## src/rtl/logic_shift_pkg.sv

```systemverilog
// Shared definitions for the logic/shift execution unit:
// operation codes, engine states and op classification.
package logic_shift_pkg;

  localparam logic [3:0] OP_AND  = 4'd0;
  localparam logic [3:0] OP_OR   = 4'd1;
  localparam logic [3:0] OP_XOR  = 4'd2;
  localparam logic [3:0] OP_NOT  = 4'd3;
  localparam logic [3:0] OP_NEG  = 4'd4;
  localparam logic [3:0] OP_SHL  = 4'd5;
  localparam logic [3:0] OP_SHR  = 4'd6;
  localparam logic [3:0] OP_SHRA = 4'd7;
  localparam logic [3:0] OP_ROL  = 4'd8;
  localparam logic [3:0] OP_ROR  = 4'd9;

  typedef enum logic [1:0] {
    IDLE  = 2'd0,
    SHIFT = 2'd1,
    DONE  = 2'd2
  } state_t;

  // True for ops that run on the iterative engine.
  function automatic logic is_shift(input logic [3:0] op);
    return (op >= OP_SHL) && (op <= OP_ROR);
  endfunction

endpackage

```

## src/rtl/logic_shift_unit_shift_step.sv

```systemverilog
// One engine step: shift or rotate a value by k (0..STEP)
// positions according to the shift/rotate op.
module shift_step
  import logic_shift_pkg::*;
#(
  parameter int WIDTH = 32,
  parameter int STEP  = 1
) (
  input  logic [3:0]               i_op,
  input  logic [WIDTH-1:0]         i_val,
  input  logic [$clog2(STEP):0]    i_k,
  output logic [WIDTH-1:0]         o_res
);

  localparam int AW = $clog2(WIDTH) + 1;

  logic [AW-1:0] w_amt;
  logic [AW-1:0] w_ramt;

  // Complementary amount gives the wrapped-around part of a rotate;
  // k=0 yields WIDTH, which shifts the wrap term out entirely.
  assign w_amt  = AW'(i_k);
  assign w_ramt = AW'(WIDTH) - w_amt;

  // Select the shift/rotate flavour for this step.
  always_comb begin
    o_res = i_val;
    unique case (1'b1)
      (i_op == OP_SHL):  o_res = i_val << w_amt;
      (i_op == OP_SHR):  o_res = i_val >> w_amt;
      (i_op == OP_SHRA): o_res = WIDTH'($signed(i_val) >>> w_amt);
      (i_op == OP_ROL):  o_res = (i_val << w_amt) | (i_val >> w_ramt);
      (i_op == OP_ROR):  o_res = (i_val >> w_amt) | (i_val << w_ramt);
      default:           o_res = i_val;
    endcase
  end

endmodule

```

## src/rtl/logic_shift_unit.sv

```systemverilog
// Multi-cycle logic/shift unit: single-cycle bitwise ops and an
// iterative shift/rotate engine moving STEP bits per cycle.
module logic_shift_unit
  import logic_shift_pkg::*;
#(
  parameter int WIDTH = 32,
  parameter int STEP  = 1
) (
  input  logic             clk,
  input  logic             reset_n,
  input  logic             start,
  input  logic [3:0]       op,
  input  logic [WIDTH-1:0] a,
  input  logic [WIDTH-1:0] b,
  output logic [WIDTH-1:0] result,
  output logic             done,
  output logic             busy,
  output logic             err
);

  localparam int SW = $clog2(WIDTH);
  localparam int AW = SW + 1;
  localparam int KW = $clog2(STEP) + 1;

  state_t           r_state;
  state_t           w_state_n;
  logic [WIDTH-1:0] r_work;
  logic [WIDTH-1:0] w_work_n;
  logic [WIDTH-1:0] r_result;
  logic [WIDTH-1:0] w_result_n;
  logic [SW-1:0]    r_rem;
  logic [SW-1:0]    w_rem_n;
  logic [3:0]       r_op;
  logic [3:0]       w_op_n;
  logic             r_err;
  logic             w_err_n;

  logic [SW-1:0]    w_amt_in;
  logic [AW-1:0]    w_rem_ext;
  logic [AW-1:0]    w_k;
  logic [KW-1:0]    w_k_step;
  logic [SW-1:0]    w_rem_dec;
  logic [WIDTH-1:0] w_step;
  logic [WIDTH-1:0] w_quick;
  logic             w_bad;

  assign w_amt_in  = b[SW-1:0];
  assign w_rem_ext = {1'b0, r_rem};
  assign w_k       = (w_rem_ext < AW'(STEP)) ? w_rem_ext : AW'(STEP);
  assign w_k_step  = KW'(w_k);
  assign w_rem_dec = r_rem - SW'(w_k);

  shift_step #(
    .WIDTH (WIDTH),
    .STEP  (STEP)
  ) u_step (
    .i_op  (r_op),
    .i_val (r_work),
    .i_k   (w_k_step),
    .o_res (w_step)
  );

  // Single-cycle result for bitwise ops and zero-amount shifts.
  always_comb begin
    w_quick = '0;
    w_bad   = 1'b0;
    case (op)
      OP_AND:  w_quick = a & b;
      OP_OR:   w_quick = a | b;
      OP_XOR:  w_quick = a ^ b;
      OP_NOT:  w_quick = ~a;
      OP_NEG:  w_quick = ~a + WIDTH'(1);
      OP_SHL,
      OP_SHR,
      OP_SHRA,
      OP_ROL,
      OP_ROR:  w_quick = a;
      default: w_bad   = 1'b1;
    endcase
  end

  // Next-state and datapath updates for the engine.
  always_comb begin
    w_state_n  = r_state;
    w_work_n   = r_work;
    w_rem_n    = r_rem;
    w_op_n     = r_op;
    w_result_n = r_result;
    w_err_n    = r_err;
    unique case (r_state)
      SHIFT: begin
        w_work_n = w_step;
        w_rem_n  = w_rem_dec;
        if (w_rem_dec == '0) begin
          w_result_n = w_step;
          w_state_n  = DONE;
        end
      end
      default: begin
        w_state_n = IDLE;
        if (start) begin
          w_op_n  = op;
          w_err_n = w_bad;
          if (is_shift(op) && (w_amt_in != '0)) begin
            w_work_n  = a;
            w_rem_n   = w_amt_in;
            w_state_n = SHIFT;
          end else begin
            w_result_n = w_quick;
            w_state_n  = DONE;
          end
        end
      end
    endcase
  end

  // State and datapath registers.
  always_ff @(posedge clk or negedge reset_n) begin
    if (!reset_n) begin
      r_state  <= IDLE;
      r_work   <= '0;
      r_rem    <= '0;
      r_op     <= '0;
      r_result <= '0;
      r_err    <= 1'b0;
    end else begin
      r_state  <= w_state_n;
      r_work   <= w_work_n;
      r_rem    <= w_rem_n;
      r_op     <= w_op_n;
      r_result <= w_result_n;
      r_err    <= w_err_n;
    end
  end

  assign result = r_result;
  assign done   = (r_state == DONE);
  assign busy   = (r_state == SHIFT);
  assign err    = r_err;

endmodule

```

## config.mk

```make
export PLATFORM = sky130hd
export DESIGN_NAME = logic_shift_unit
export DESIGN_NICKNAME = d
export VERILOG_FILES = /design/src/rtl/logic_shift_pkg.sv /design/src/rtl/logic_shift_unit_shift_step.sv /design/src/rtl/logic_shift_unit.sv
export SDC_FILE = /design/constraint.sdc
export NUM_CORES = 1
export LEC_CHECK = 0
export ABC_AREA = 1
export CAP_MARGIN = 0
export CORE_MARGIN = 1.5
export CORE_UTILIZATION = 38
export CTS_BUF_LIST = sky130_fd_sc_hd__clkbuf_4
export CTS_CLUSTER_SIZE = 28
export DETAILED_ROUTE_END_ITERATION = 12
export HOLD_SLACK_MARGIN = 0.03
export RECOVER_POWER = 25
export SLEW_MARGIN = 10
export SYNTH_ARGS = -nofsm -noshare
export SYNTH_HDL_FRONTEND = slang
export SYNTH_SLANG_ARGS = --single-unit
```

## constraint.sdc

```tcl
create_clock -name clk -period 4.2 [get_ports clk]
set_input_delay 0.84 -clock clk [delete_from_list [all_inputs] [get_ports clk]]
set_output_delay 0.84 -clock clk [all_outputs]
set_load 0.1 [all_outputs]
```

==> impl_results.md, run 1 <==
* Global route total overflow at 0
* Number of stages on the worst setup path at 10
* Max Clock Skew at 0.0167 ns
* Synth Cell Area at 7400 sq um
* Count of boundary I/O pins at 106
* Minimum setup slack among reg-to-reg paths at 1.37 ns
* Destination of the critical timing path: result[19]
* First-pass GRT wire length at 41700 microns
* Sum Neg Setup Slack at 0 ns
* Initial DRC count at 732
* Worst supply voltage drop on vdd at 0.000511 V
* Transition time at the pin with the least slew margin at 2.09 ns
* Number of H-tree branching levels at 3
* Number of enable flip-flop cells after synthesis at 0
* Reg-to-reg critical path endpoint: result[19]
* Fraction of layout cells with a size suffix above 1 at 0.0407
* Dominant cell type by area after synthesis: sky130_fd_sc_hd__dfrtp_1
* CP Data Arrival Time at 3.38 ns
* Number of pins exceeding their max-slew limit in the final report at 77
* Reported max-cap violation count at 1
* Top-count cell post-synth: sky130_fd_sc_hd__nand2_1
* Min-delay src: result[1]
* Leakage power at 4.21 nW
* Root buf cell: sky130_fd_sc_hd__clkbuf_4
* Filler cell count at 2059
* Core Util, Final at 0.463
* Synth top area share at 0.257
* Post-CTS setup buffer count at 0
* Total Nets Final at 1386
* Total power density per cell area at 698 nW/um^2
* Worst rel slew slack at -0.392
* Cell breakdown of the critical path: clkdlybuf4s50_1 > inv_1 > nand2_1 > nand2_1 > nor2_4 > nand2_1 > nand2_2 > a21oi_4 > and2_1 > a21oi_1
* Area enclosed by the die boundary at 20300 sq um
* Most frequent cells after synthesis: sky130_fd_sc_hd__nand2_1, sky130_fd_sc_hd__inv_1, sky130_fd_sc_hd__nor2_1
* Clock transition at path regs at 0.14 ns
* Run status: complete, but fails checks
* Average cell area after synthesis at 6.33 sq um
* CP top delay family: compound AO/OA/AOI/OAI gates
* Violations in the final reports: capacitance limit, slew limit
* Drc violations at 0
* Worst EP required at 4.56 ns
* Sort of element at the start of the critical path: input port
* Sequential fraction of the synthesis area at 0.257
* TritonCTS clock tree: yes
* Number of hold-slack violations in the final timing report at 0
* Antenna violations before repair at 1
* Post-synthesis async set-or-reset flop share at 1.00
* Final worst-path cycle share at 0.720
* Post-Synthesis Net Count at 1306
* Cell repeated most along the worst path: sky130_fd_sc_hd__nand2_1
* Post-synthesis to final-layout area growth at 18.3%
* Avg WL per Cell at 17.5 microns
* Die X-Extent at 143 microns
* Clock net sink count at 76
* Post-detailed-placement half-perimeter wirelength at 19500 microns
* Total number of vias at 8229
* Highest-delay cell along the critical path: sky130_fd_sc_hd__a21oi_4
* # port buffers at 105
* Detailed-route vias per instance at 5.43
* Height of the die at 143 microns
* Number of buffers and inverters on the critical path at 2
* Number of buffers on the longest clock path at 2
* Launching element of the worst setup path: op[3]
* Synthesis warning total at 0
* Shortest clock period the worst path allows after layout at 3.02 ns
* Post-route antenna net violation count at 0
* Vias in the first global route at 7608
* Latest clock arrival within the worst-skew pair at 0.47 ns
* Top area cells in the synthesized netlist: sky130_fd_sc_hd__dfrtp_1, sky130_fd_sc_hd__nand2_1, sky130_fd_sc_hd__ha_1
* Largest fanout on the critical path at 41
* Count of cells resized by post-cts repair at 0
* Startpoint of the most critical register-to-register path: r_rem[2]
* Biggest cell delay along the critical path at 0.87 ns
* Hold-fix buffer count after cts at 0
* Placeable Area at 18900 sq um
* Cell count after synthesis at 1169
* Total global routing track utilization at 0.265
* Global placer's final weighted congestion at 0.958
* First drt pass iteration count at 5
* Unique cell type count in the Yosys netlist at 35
* Fmax at 331 MHz
* WL final at 26500 microns
* Final setup violation count at 0
* Critical path start-end classification: in2reg
* Cells on worst reg2reg path at 12
* Most used flip-flop cell after synthesis: sky130_fd_sc_hd__dfrtp_1
* Pin count of the biggest net entering global routing at 77
* Post-synthesis register bit count at 76
* Number of buffers added by the clock tree synthesis step at 9
* Critical Path End Type: flip-flop
* Class of the tightest hold or removal check: reg2reg
* Number of placement rows at 50
* Setup repair after global routing missed its margin: false
* Starting Density at 0.392
==> routing by layer <==
layer,global-route usage,up-vias,part of all wire
met5,0,-,0
met4,0.0868,0,0.023
met3,0.0414,44,0.071
met2,0.392,328,0.43
met1,0.390,3866,0.48
li1,-,3991,-
==> worst register-to-register path, stage by stage (launching register included) <==
cell and delay (ns):
sky130_fd_sc_hd__dfrtp_1 0.46, sky130_fd_sc_hd__nor2_4 0.16, sky130_fd_sc_hd__nand3_1 0.08, sky130_fd_sc_hd__nand2_1 0.09, sky130_fd_sc_hd__ha_1 0.17, sky130_fd_sc_hd__nor2_1 0.05
sky130_fd_sc_hd__xnor2_1 0.17, sky130_fd_sc_hd__nand2_1 0.07, sky130_fd_sc_hd__nand2_1 0.12, sky130_fd_sc_hd__nand2_1 0.11, sky130_fd_sc_hd__a21oi_4 0.86, sky130_fd_sc_hd__and2_1 0.29
sky130_fd_sc_hd__a21oi_1 0.07
==> placed cells by master, fill, tap and decap left out, types with 2 or more instances in the layout <==
master,instances
sky130_fd_sc_hd__a21oi_1,90
sky130_fd_sc_hd__a31oi_1,3
sky130_fd_sc_hd__and2_1,6
sky130_fd_sc_hd__buf_4,15
sky130_fd_sc_hd__clkbuf_4,10
sky130_fd_sc_hd__clkdlybuf4s50_1,103
sky130_fd_sc_hd__clkinv_1,3
sky130_fd_sc_hd__clkinv_2,4
sky130_fd_sc_hd__dfrtp_1,76
sky130_fd_sc_hd__ha_1,66
sky130_fd_sc_hd__inv_1,131
sky130_fd_sc_hd__inv_2,2
sky130_fd_sc_hd__nand2_1,396
sky130_fd_sc_hd__nand2_2,2
sky130_fd_sc_hd__nand3_1,87
sky130_fd_sc_hd__nand3_2,4
sky130_fd_sc_hd__nand3b_1,2
sky130_fd_sc_hd__nand4_1,14
sky130_fd_sc_hd__nor2_1,107
sky130_fd_sc_hd__nor2_2,4
sky130_fd_sc_hd__nor2_4,2
sky130_fd_sc_hd__nor3_1,6
sky130_fd_sc_hd__o211a_1,10
sky130_fd_sc_hd__o211ai_1,15
sky130_fd_sc_hd__o21ai_0,50
sky130_fd_sc_hd__o21ai_1,2
sky130_fd_sc_hd__o21ai_2,3
sky130_fd_sc_hd__o221ai_1,32
==> final cells by class <==
type,count,area [sq um],area share
Clock buffer,10,75.1,0.00858
Sequential cell,76,1900,0.217
Multi-Input combinational cell,907,4740,0.542
Tap cell,260,325,0.0372
Clock inverter,6,31.3,0.00358
Timing Repair Buffer,120,1170,0.134
Inverter,135,507,0.0579
Antenna cell,1,2.50,0.000286
==> how the worst min path moves through the flow <==
stage / cells past startpoint / to
after floorplan: 2 / r_work[27]
after global placement: 2 / result[1]
after detailed placement: 2 / result[1]
after CTS: 2 / result[1]
after global routing: 2 / result[11]
final: 2 / result[1]
==> cells by family (layout without fill, tap and decap cells) <==
family                   Yosys count  after routing  synth area share
adder cells (fa/ha/maj)           66             66             0.112
flip-flops                        76             76             0.257
buffers and inverters            186            271             0.105
AO/OA/AOI/OAI                    208            208             0.171
XOR/XNOR                           2              2           0.00237
other                              0              1                 0
AND/OR/NAND/NOR                  631            631             0.353
==> stage by stage <==
| step | std cells | hold slack, ns | cell area, sq um | power (mW) | worst slack [ns] |
|---|---|---|---|---|---|
| 3_3_place_gp | 1498 | 0.475 | 8640 | 5.63 | 0.836 |
| 2_1_floorplan | 1169 | 0.464 | 7400 | 4.58 | 1.72 |
| 6_report | 1515 | 0.496 | 8750 | 6.11 | 1.18 |
| 3_5_place_dp | 1498 | 0.472 | 8640 | 5.68 | 0.724 |
| 5_1_grt | 1515 | 0.540 | 8750 | 6.52 | 0.986 |
| 4_1_cts | 1514 | 0.506 | 8750 | 6.08 | 1.22 |
==> report_power, final <==
part	total, mW	switching (mW)	internal (mW)
combinational	4.40	3.22	1.18
sequential	1.30	0.203	1.10
clock	0.407	0.285	0.122
total	6.11	3.70	2.40
==> sequential cells by signal, indices dropped and copies added (netlist names) <==
| name | cells |
|---|---|
| r_rem | 5 |
| result | 32 |
| r_work | 32 |
| r_op | 4 |
| err | 1 |
| r_state | 2 |
Note: power is estimated with default switching activity, not from simulation.
==> run 2, diff against run 1 <==
==> constraint.sdc (replaced) <==
create_clock -name clk -period 3 [get_ports clk]
set_input_delay 0.6 -clock clk [delete_from_list [all_inputs] [get_ports clk]]
set_output_delay 0.6 -clock clk [all_outputs]
set_load 0.1 [all_outputs]
==> run 2 against run 1 <==
Effect of this change:
- the run now ends clean
- total power is 44% higher
- hold slack lost 0.071 ns
- critical path type is now reg2out
- largest power group unchanged
- register-to-register slack got worse by 0.69 ns
- utilization is 0.98 points higher
- wire length rose by 1.7%
- clock power up 70%
- setup slack got worse by 0.57 ns
==> impl_results.md, run 2 (synthesis gave the netlist of run 1 again) <==
* Run status: finished, final reports clean
* # port buffers at 105 (unchanged)
* Pin count of the biggest net entering global routing at 57 (-26%)
* Root buf cell: sky130_fd_sc_hd__clkbuf_4
* Worst supply voltage drop on vdd at 0.000666 V (+30%)
* Total Nets Final at 1407 (+1.5%)
* Total power density per cell area at 985 nW/um^2 (+41%)
* Switch share at 0.603 (-0.00358)
* Net Sw Power at 5.31 mW (+43%)
* Number of H-tree branching levels at 3 (unchanged)
* Number of pins exceeding their max-slew limit in the final report at 0 (-100%)
* Antenna violations before repair at 1 (unchanged)
* Post-detailed-placement half-perimeter wirelength at 20100 microns (+3.2%)
* Logic gate share of total power at 0.715 (-0.005)
* Number of buffers on the longest clock path at 2 (unchanged)
* Latest clock arrival within the worst-skew pair at 0.48 ns (about the same)
* Reported max-cap violation count at 0 (-1)
* Setup repair after global routing missed its margin: false
* Fmax at 419 MHz
* TritonCTS clock tree: yes
* Post-synthesis to final-layout area growth at 20.8%
* Worst EP required at 2.40 ns (-2.16 ns)
* Transition time at the pin with the least slew margin at 1.38 ns (-0.703 ns)
* Starting Density at 0.392 (unchanged)
* Sum Neg Setup Slack at 0 ns (unchanged)
* Total number of vias at 8208 (-0.26%)
* Class of the tightest hold or removal check: in2async
* Avg WL per Cell at 17.6 microns (+0.27%)
* CP Data Arrival Time at 1.79 ns (-1.59 ns)
* Die X-Extent at 143 microns (unchanged)
* Total global routing track utilization at 0.271 (+0.00636)
* Worst rel slew slack at 0.0767 (+0.469)
* Shortest clock period the worst path allows after layout at 2.39 ns
* Height of the die at 143 microns (unchanged)
* Clock net sink count at 76 (unchanged)
* Final worst-path cycle share at 0.796
* Number of placement rows at 50 (unchanged)
* First-pass GRT wire length at 42200 microns (+1.1%)
* Count of boundary I/O pins at 106 (unchanged)
* Clock transition at path regs at 0.15 ns (about the same)
* Critical Path End Type: output pin
* Clock share of power at 0.079 (+0.012)
* Placeable Area at 18900 sq um (unchanged)
* Hold-fix buffer count after cts at 0 (unchanged)
* Area enclosed by the die boundary at 20300 sq um (unchanged)
* Core Util, Final at 0.473 (+0.00980)
* Startpoint of the most critical register-to-register path: r_rem[1]
* Filler cell count at 2060 (+0.049%)
* Detailed-route vias per instance at 5.34 (-1.6%)
* First drt pass iteration count at 5 (unchanged)
* Fraction of layout cells with a size suffix above 1 at 0.0839 (+0.0433)
* Drc violations at 0 (unchanged)
* Reg area at 1900 sq um (unchanged)
* Most used cells in the layout excluding fill and tap cells: sky130_fd_sc_hd__nand2_1, sky130_fd_sc_hd__inv_1, sky130_fd_sc_hd__nor2_1
* Max Clock Skew at 0.0176 ns (+0.000895 ns)
* Post-CTS setup buffer count at 0 (unchanged)
* Power share of the sequential group at 0.206 (-0.007)
* Global route total overflow at 0 (unchanged)
* Most common cell after layout, fill and taps aside: sky130_fd_sc_hd__nand2_1
* Multi-input gate area in the final layout at 4740 sq um (unchanged)
* Sort of element at the start of the critical path: flip-flop
* Largest fanout on the critical path at 10 (-76%)
* Count of cells resized by post-cts repair at 0 (unchanged)
* Reg-to-reg critical path endpoint: result[19]
* Internal power consumption at 3.49 mW (+46%)
* Leakage power at 4.38 nW (+4.0%)
* Global placer's final weighted congestion at 0.940 (-1.8%)
* WL final at 27000 microns (+1.7%)
* Initial DRC count at 848 (+16%)
* Critical path start-end classification: reg2out
* Cells on worst reg2reg path at 13 (+1)
* Vias in the first global route at 7563 (-0.59%)
* Number of hold-slack violations in the final timing report at 0 (unchanged)
* Final setup violation count at 0 (unchanged)
* Minimum setup slack among reg-to-reg paths at 0.68 ns (-0.69 ns)
* Number of buffers added by the clock tree synthesis step at 9 (unchanged)
* Post-route antenna net violation count at 0 (unchanged)
[run 2: cell count changes in the layout (fill, tap and decap cells not counted), moves of 2 or more]
cell | before | now
sky130_fd_sc_hd__buf_12 | 1 | 7
sky130_fd_sc_hd__clkinv_4 | 0 | 2
sky130_fd_sc_hd__buf_4 | 15 | 64
sky130_fd_sc_hd__clkinv_2 | 4 | 1
sky130_fd_sc_hd__clkdlybuf4s50_1 | 103 | 69
[run 2: stage by stage]
step                cell area (sq um)  hold WS, ns  power (mW)  setup slack [ns]  instances
finish                           8930        0.424        8.80             0.611       1536
global route                     8930        0.531        9.39             0.442       1536
CTS                              8930        0.161        8.77             0.582       1535
detailed placement               8790        0.477        8.07             0.225       1519
global placement                 8790        0.469        8.03             0.232       1519
floorplan                        7400        0.304        6.41             0.757       1169
[run 2: worst max path at each step]
stage	startpoint	endpoint	slack, ns	cells after the start
detailed placement	a[1]	result[16]	0.22	12
finish	r_state[0]	busy	0.61	4
global route	a[1]	result[16]	0.44	12
CTS	r_state[0]	busy	0.58	4
global placement	op[2]	result[1]	0.23	14
floorplan	r_state[1]	busy	0.76	4
[run 2: critical path, cell delays in order, from the launching register on]
cell and delay (ns):
sky130_fd_sc_hd__dfrtp_1 0.41, sky130_fd_sc_hd__nand2_2 0.08, sky130_fd_sc_hd__clkinv_1 0.31, sky130_fd_sc_hd__buf_4 0.33, sky130_fd_sc_hd__buf_12 0.18
[run 2: cell type report]
type | instances | area share
flip-flops and latches | 76 | 0.213
repair buffers | 141 | 0.147
diodes | 1 | 0.000280
inverters | 135 | 0.0567
clock buffers | 9 | 0.00756
well taps | 260 | 0.0364
multi-input cells | 907 | 0.530
clock inverters | 7 | 0.00854
[run 2: power by group through the flow]
stage               Combinational (mW)  Clock [mW]  Sequential, mW
finish                            6.29       0.693            1.82
global route                      6.79       0.743            1.86
CTS                               6.24       0.709            1.82
detailed placement                6.23           0            1.84
global placement                  6.19           0            1.84
floorplan                         3.04           0            3.37
[run 2: layer usage]
metal	vias to the layer above	global-route usage	routed length, microns
met2	354	0.396	11300
met3	42	0.0373	2090
met1	3779	0.406	12900
met5	-	0	0
li1	4033	-	-
met4	0	0.0906	632
